$ cat config.mk
export PLATFORM = sky130hd
export DESIGN_NAME = ccp_mac_fmt
export DESIGN_NICKNAME = d
export VERILOG_FILES = /design/src/rtl/ccp_pkg.sv /design/src/rtl/ccp_lane_pack.sv /design/src/rtl/ccp_mac_fmt.sv
export SDC_FILE = /design/constraint.sdc
export NUM_CORES = 1
export LEC_CHECK = 0
export CAP_MARGIN = 30
export CORE_MARGIN = 1
export CORE_UTILIZATION = 40
export DETAILED_ROUTE_END_ITERATION = 10
export PLACE_DENSITY_LB_ADDON = 0.25
export SYNTH_ARGS = -nofsm -noshare
export SYNTH_HDL_FRONTEND = slang
export SYNTH_HIERARCHICAL = 1
export SYNTH_SLANG_ARGS = --single-unit
$ cat constraint.sdc
create_clock -name i_clk -period 6.2 [get_ports i_clk]
set_input_delay 0.93 -clock i_clk [delete_from_list [all_inputs] [get_ports i_clk]]
set_output_delay 0.93 -clock i_clk [all_outputs]
set_load 0.02 [all_outputs]
$ cat src/rtl/ccp_pkg.sv
// Shared types and constants for the ChaCha20-Poly1305 MAC input formatter.
package ccp_pkg;

    // Poly1305 consumes 16-byte blocks.
    localparam int CCP_POLY_BLK_BYTES = 16;
    // Each length field in the final block is a 64-bit little-endian word.
    localparam int CCP_LEN_BLK_W      = 64;

    typedef enum logic [2:0] {
        ST_IDLE,
        ST_AD,
        ST_CT,
        ST_LEN,
        ST_DONE
    } ccp_state_e;

endpackage

$ cat src/rtl/ccp_lane_pack.sv
// Inserts the valid low lanes of one input beat into the 16-byte block buffer
// at the current fill offset. Legal beat widths divide 16 and every phase
// flushes on its last beat, so a beat never straddles two blocks.
module ccp_lane_pack
    import ccp_pkg::*;
#(
    parameter int P_IN_BYTES = 4
) (
    input  logic [CCP_POLY_BLK_BYTES*8-1:0] blk_in,
    input  logic [4:0]                      fill,
    input  logic [4:0]                      nbytes,
    input  logic [8*P_IN_BYTES-1:0]         data,
    output logic [CCP_POLY_BLK_BYTES*8-1:0] blk_out,
    output logic [4:0]                      fill_out,
    output logic                            full
);

    // Copy lane k of the beat into buffer byte fill+k for every valid lane.
    always_comb begin
        blk_out = blk_in;
        for (int k = 0; k < P_IN_BYTES; k++) begin
            int idx;
            idx = int'(fill) + k;
            if ((k < int'(nbytes)) && (idx < CCP_POLY_BLK_BYTES)) begin
                blk_out[idx*8 +: 8] = data[k*8 +: 8];
            end
        end
    end

    assign fill_out = fill + nbytes;
    assign full     = (fill_out == 5'(CCP_POLY_BLK_BYTES));

endmodule

$ cat src/rtl/ccp_mac_fmt.sv
// Formats AD || pad16 || CT || pad16 || le64(len_ad) || le64(len_ct) into
// 128-bit Poly1305 blocks from a stream of P_IN_BYTES-wide input beats.
// Optional feature macro: CCP_MAC_FMT_ERR_EN adds a sticky protocol-error
// output o_err. P_LEN_W must be at least 5 (byte counts feed a 5-bit take).
module ccp_mac_fmt
    import ccp_pkg::*;
#(
    parameter int P_IN_BYTES = 4,
    parameter int P_LEN_W    = 64
) (
    input  logic                    i_clk,
    input  logic                    i_rstn,
    input  logic                    i_start,
    input  logic [P_LEN_W-1:0]      i_len_ad,
    input  logic [P_LEN_W-1:0]      i_len_ct,
    input  logic                    i_valid,
    input  logic [8*P_IN_BYTES-1:0] i_data,
    output logic                    o_ready,
    output logic                    o_valid,
    output logic [127:0]            o_blk,
    output logic                    o_last,
    input  logic                    i_ready,
    output logic                    o_busy,
    output logic                    o_done
`ifdef CCP_MAC_FMT_ERR_EN
   ,output logic                    o_err
`endif
);

    ccp_state_e state, state_nxt;

    logic [P_LEN_W-1:0] len_ad, len_ct;
    logic [P_LEN_W-1:0] cnt, cnt_nxt;
    logic [127:0]       blk_buf, pack_blk, blk_q;
    logic [4:0]         fill, pack_fill, take;
    logic               pack_full;
    logic               vld_q, last_q;
    logic               in_phase, accept, phase_end, emit, hs, start_ok;
    logic [CCP_LEN_BLK_W-1:0] len_ad64, len_ct64;

    assign in_phase  = (state == ST_AD) || (state == ST_CT);
    // A beat is only taken when no block is waiting on the downstream side.
    assign accept    = in_phase && !vld_q && i_valid;
    assign start_ok  = (state == ST_IDLE) && i_start;
    assign hs        = vld_q && i_ready;
    assign cnt_nxt   = cnt - P_LEN_W'(take);
    assign phase_end = (cnt_nxt == '0);
    assign emit      = accept && (pack_full || phase_end);
    assign len_ad64  = CCP_LEN_BLK_W'(len_ad);
    assign len_ct64  = CCP_LEN_BLK_W'(len_ct);

    // Bytes consumed by this beat: a full beat, or whatever is left in the phase.
    always_comb begin
        take = 5'(P_IN_BYTES);
        if (cnt < P_LEN_W'(P_IN_BYTES)) take = cnt[4:0];
    end

    ccp_lane_pack #(.P_IN_BYTES(P_IN_BYTES)) u_pack (
        .blk_in   (blk_buf),
        .fill     (fill),
        .nbytes   (take),
        .data     (i_data),
        .blk_out  (pack_blk),
        .fill_out (pack_fill),
        .full     (pack_full)
    );

    // State register.
    always_ff @(posedge i_clk or negedge i_rstn) begin
        if (!i_rstn) state <= ST_IDLE;
        else         state <= state_nxt;
    end

    // Next-state: skip empty phases at start and at the AD/CT boundary.
    always_comb begin
        state_nxt = state;
        case (state)
            ST_IDLE: begin
                if (i_start) begin
                    if (i_len_ad != '0)      state_nxt = ST_AD;
                    else if (i_len_ct != '0) state_nxt = ST_CT;
                    else                     state_nxt = ST_LEN;
                end
            end
            ST_AD: begin
                if (accept && phase_end) state_nxt = (len_ct != '0) ? ST_CT : ST_LEN;
            end
            ST_CT: begin
                if (accept && phase_end) state_nxt = ST_LEN;
            end
            ST_LEN: begin
                // Only the length block (last_q) ends the message; a CT block
                // still draining in LEN just frees the output register.
                if (hs && last_q) state_nxt = ST_DONE;
            end
            ST_DONE:  state_nxt = ST_IDLE;
            default:  state_nxt = ST_IDLE;
        endcase
    end

    // State-decoded outputs.
    always_comb begin
        o_ready = in_phase && !vld_q;
        o_busy  = (state != ST_IDLE);
        o_done  = (state == ST_DONE);
    end

    // Datapath: length capture, byte counter, pack buffer and output block.
    always_ff @(posedge i_clk or negedge i_rstn) begin
        if (!i_rstn) begin
            len_ad  <= '0;
            len_ct  <= '0;
            cnt     <= '0;
            blk_buf <= '0;
            fill    <= '0;
            blk_q   <= '0;
            vld_q   <= 1'b0;
            last_q  <= 1'b0;
        end else begin
            if (start_ok) begin
                len_ad  <= i_len_ad;
                len_ct  <= i_len_ct;
                cnt     <= (i_len_ad != '0) ? i_len_ad : i_len_ct;
                blk_buf <= '0;
                fill    <= '0;
            end
            if (hs) begin
                vld_q  <= 1'b0;
                last_q <= 1'b0;
            end
            if (accept) begin
                if (emit) begin
                    blk_q   <= pack_blk;
                    vld_q   <= 1'b1;
                    last_q  <= 1'b0;
                    blk_buf <= '0;
                    fill    <= '0;
                end else begin
                    blk_buf <= pack_blk;
                    fill    <= pack_fill;
                end
                // End of AD reloads the counter with the CT length.
                cnt <= (phase_end && (state == ST_AD)) ? len_ct : cnt_nxt;
            end
            // Once any trailing CT block has drained, present the length block.
            if ((state == ST_LEN) && !vld_q) begin
                blk_q  <= {len_ct64, len_ad64};
                vld_q  <= 1'b1;
                last_q <= 1'b1;
            end
        end
    end

    assign o_valid = vld_q;
    assign o_blk   = blk_q;
    assign o_last  = last_q;

`ifdef CCP_MAC_FMT_ERR_EN
    logic err_q;

    // Sticky protocol error: start while busy or a beat offered outside a phase.
    always_ff @(posedge i_clk or negedge i_rstn) begin
        if (!i_rstn)                                           err_q <= 1'b0;
        else if (start_ok)                                     err_q <= 1'b0;
        else if ((i_start && (state != ST_IDLE)) ||
                 (i_valid && !in_phase))                       err_q <= 1'b1;
    end

    assign o_err = err_q;
`endif

endmodule

==> summary.txt <==
Synthesis
  – Main synth FF type: dfrtp_1
  – FFs w/ async S/R, synth: 100%
  – Post-Synthesis Cells: 3344
  – Cell area after synthesis: 30200 um^2
  – Syn_area_per_cell: 9.02 um^2
  – Yosys top cell by area: dfrtp_1
  – Synth unique cells: 99
  – Synthesized flop and latch total: 458
  – YS warnings: 6
  – Yosys top cell area share: 38.0%
  – Number of synthesized flops with an enable pin: 0
  – Post-synthesis sequential area ratio: 38.0%
  – Largest cells by area after synthesis: dfrtp_1, nand2_1, o221a_2

Detailed routing
  – WL per Instance: 34.9 um
  – Total Wirelength: 161 mm
  – Initial DRT Pass Iterations: 9
  – DRT iter0 DRCs: 4528
  – Post-route ant nets: 0
  – Remaining DRCs: 0
  – Vias: 31800
  – Via density per instance: 6.87

Placement
  – Worst Setup Slack post-DPL: 0.446 ns
  – Placed Cells: 4525
  – Area after DPL: 34900 um^2
  – Port buffer count: 297
  – GPL Wtd Cong: 1.11
  – Hpwl dp: 120 mm

STA
  – Min cycle time layout: 5.99 ns
  – Layout Skew: 0.0387 ns
  – Post-route setup slack: 0.213 ns
  – Worst Tran Pin Value: 1.11 ns
  – Fin crit share: 96.6%
  – RSZ-0062 raised after global routing: false
  – Final setup viols: 0
  – Final hold vios: 0
  – Hold Slack: 0.270 ns
  – Max-slew violations: 0
  – FMAX: 167 MHz
  – Slew margin rel.: 25.3%
  – Setup Total Neg Slack: 0 ns

Clocking
  – Hold-fix buffers, CTS: 0
  – Worst-path clk slew: 0.07 ns
  – Total CTS buffers: 54
  – Clock latency on the worst-skew pair: 0.65 ns
  – Root buffer cell: clkbuf_16
  – Clock buffer depth: 3
  – CTS sink cnt: 458
  – Post-CTS Resized: 0
  – CTS tree: yes
  – H-tree depth: 2
  – Post-CTS setup buffers: 0

Die
  – Initial Util: 40.5%
  – Die W: 277 um
  – Top Ports: 298
  – Core Region: 74600 um^2
  – DIE HEIGHT: 277 um
  – FP Rows: 100
  – Area of the die: 76500 um^2

Power
  – Pleak: 15.4 nW
  – Final Total Pwr: 17.7 mW
  – Power Dens Cells: 484 nW/um^2
  – VDD IR max: 0.267 mV

Finish
  – Final instance area: 36600 um^2
  – Ratio of cells with drive above 1 in the final layout: 14.2%
  – Area delta synth->final: 21.4%
  – Fin nets: 3799
  – Commonest cells after routing, fill and taps aside: nand2_1, dfrtp_1, clkdlybuf4s50_1
  – Fin util: 49.1%
  – Non-filler cells in the finished layout: 4630
  – Commonest non-fill, non-tap cell in the layout: nand2_1

Global route
  – Vias in the first global route: 30400
  – Initial antenna violation count: 5
  – Grt total ovfl: 0
  – Largest net degree at the start of global routing: 159
  – All-Layer GR Usage: 41.1%
  – First-pass GRT wire length: 229 mm

Run status
  – Outcome: finished, final reports clean

Worst setup path
  – CP required: 6.76 ns
  – Worst setup SP type: flop
  – Worst path max stage delay: 0.67 ns
  – Worst Path Arrival: 6.55 ns
  – Crit path max fanout: 10
  – Crit-path cells: or4_1 -> or3_1 -> or4_4 -> nor3_1 -> buf_4 -> and2_1 -> nor4_1 -> a21boi_1 -> nand3_1 -> mux2i_1 -> a211o_1 -> a22oi_1 -> o221a_2
  – Critical path class: reg2reg
  – Slowest cell on crit path: a22oi_1
  – CP Capture Type: flop

Flow run
  – # Max-Cap Violations: 0

Worst hold path
  – HP Class: in2async
[cell families after synthesis]
family	Yosys count	share of synthesized area (%)
and+or+nand+nor	1263	20.4
AOI/OAI and AO/OA	1045	28.2
DFF	458	38.0
buffers and inverters	309	4.21
muxes	187	6.43
xor gates and xnor gates	58	1.83
adders and majority gates	22	0.937
other	2	0.0249
[sequential cells by signal (all words and copies together) (netlist names)]
register  count
len_ct       64
len_ad       64
o_last        1
cnt          64
o_valid       1
o_blk       128
fill          5
blk_buf     128
state         3
[routing by layer]
metal | vias up | global-route usage (%) | wire, um
li1 | 13400 | - | -
met1 | 15800 | 54.3 | 63200
met2 | 2154 | 59.9 | 67800
met3 | 532 | 9.69 | 17400
met4 | 2 | 26.9 | 12900
met5 | - | 0 | 15
[synthesized netlist by cell type, types with 26 or more instances]
cell type and number:
a211oi_1 49, a21o_1 31, a21oi_1 171, a221o_1 27, a22o_1 144, a311oi_1 34, a31oi_1 38, and2_1 50
and3_1 36, buf_2 59, clkbuf_1 185, dfrtp_1 458, inv_1 36, mux2_2 55, mux2i_1 132, nand2_1 556
nand3_1 101, nand4_1 37, nor2_1 179, nor3_1 62, nor4_1 90, o211ai_1 26, o21ai_0 46, o221a_2 125
o22a_1 133, xnor2_1 36
[where the power goes]
group / switching, mW / leakage, nW / internal [mW] / total, mW
Clock: 1.47 / 0.855 / 1.80 / 3.28
Sequential: 1.73 / 5.91 / 4.24 / 5.96
Combinational: 4.98 / 8.59 / 3.50 / 8.48
Total: 8.18 / 15.4 / 9.54 / 17.7
[critical path: cells and delay by family (launching register included)]
family                 cells  cell delay (ns)
and+or+nand+nor            7             3.06
buffers and inverters      1             0.28
DFF                        1             0.44
muxes                      1             0.24
AOI/OAI and AO/OA          4             1.87
[worst paths after layout]
check / startpoint / endpoint / slack, ns / depth (start not counted)
setup / recovery: cnt[35]$_DFFE_PN0P_ / o_blk[15]$_DFFE_PN0P_ / 0.21 / 13
hold / removal: i_rstn / blk_buf[0]$_DFFE_PN0P_ / 0.27 / 1
setup reg to reg: cnt[35]$_DFFE_PN0P_ / o_blk[15]$_DFFE_PN0P_ / 0.21 / 13
hold reg to reg: len_ad[35]$_DFFE_PN0P_ / len_ad[35]$_DFFE_PN0P_ / 0.48 / 2
max in group asynchronous: i_rstn / cnt[22]$_DFFE_PN0P_ / 4.47 / 2
min in group i_clk: len_ad[35]$_DFFE_PN0P_ / len_ad[35]$_DFFE_PN0P_ / 0.48 / 2
[cell type report]
cell class,instances,area [um^2]
clock inverters,29,282
diodes,4,10.0
multi-input cells,2588,17600
well taps,969,1210
clock buffers,72,1500
repair buffers,473,4460
flip-flops and latches,458,11500
inverters,37,139
fillers,7196,37900
Note: power is estimated with default switching activity, not from simulation.
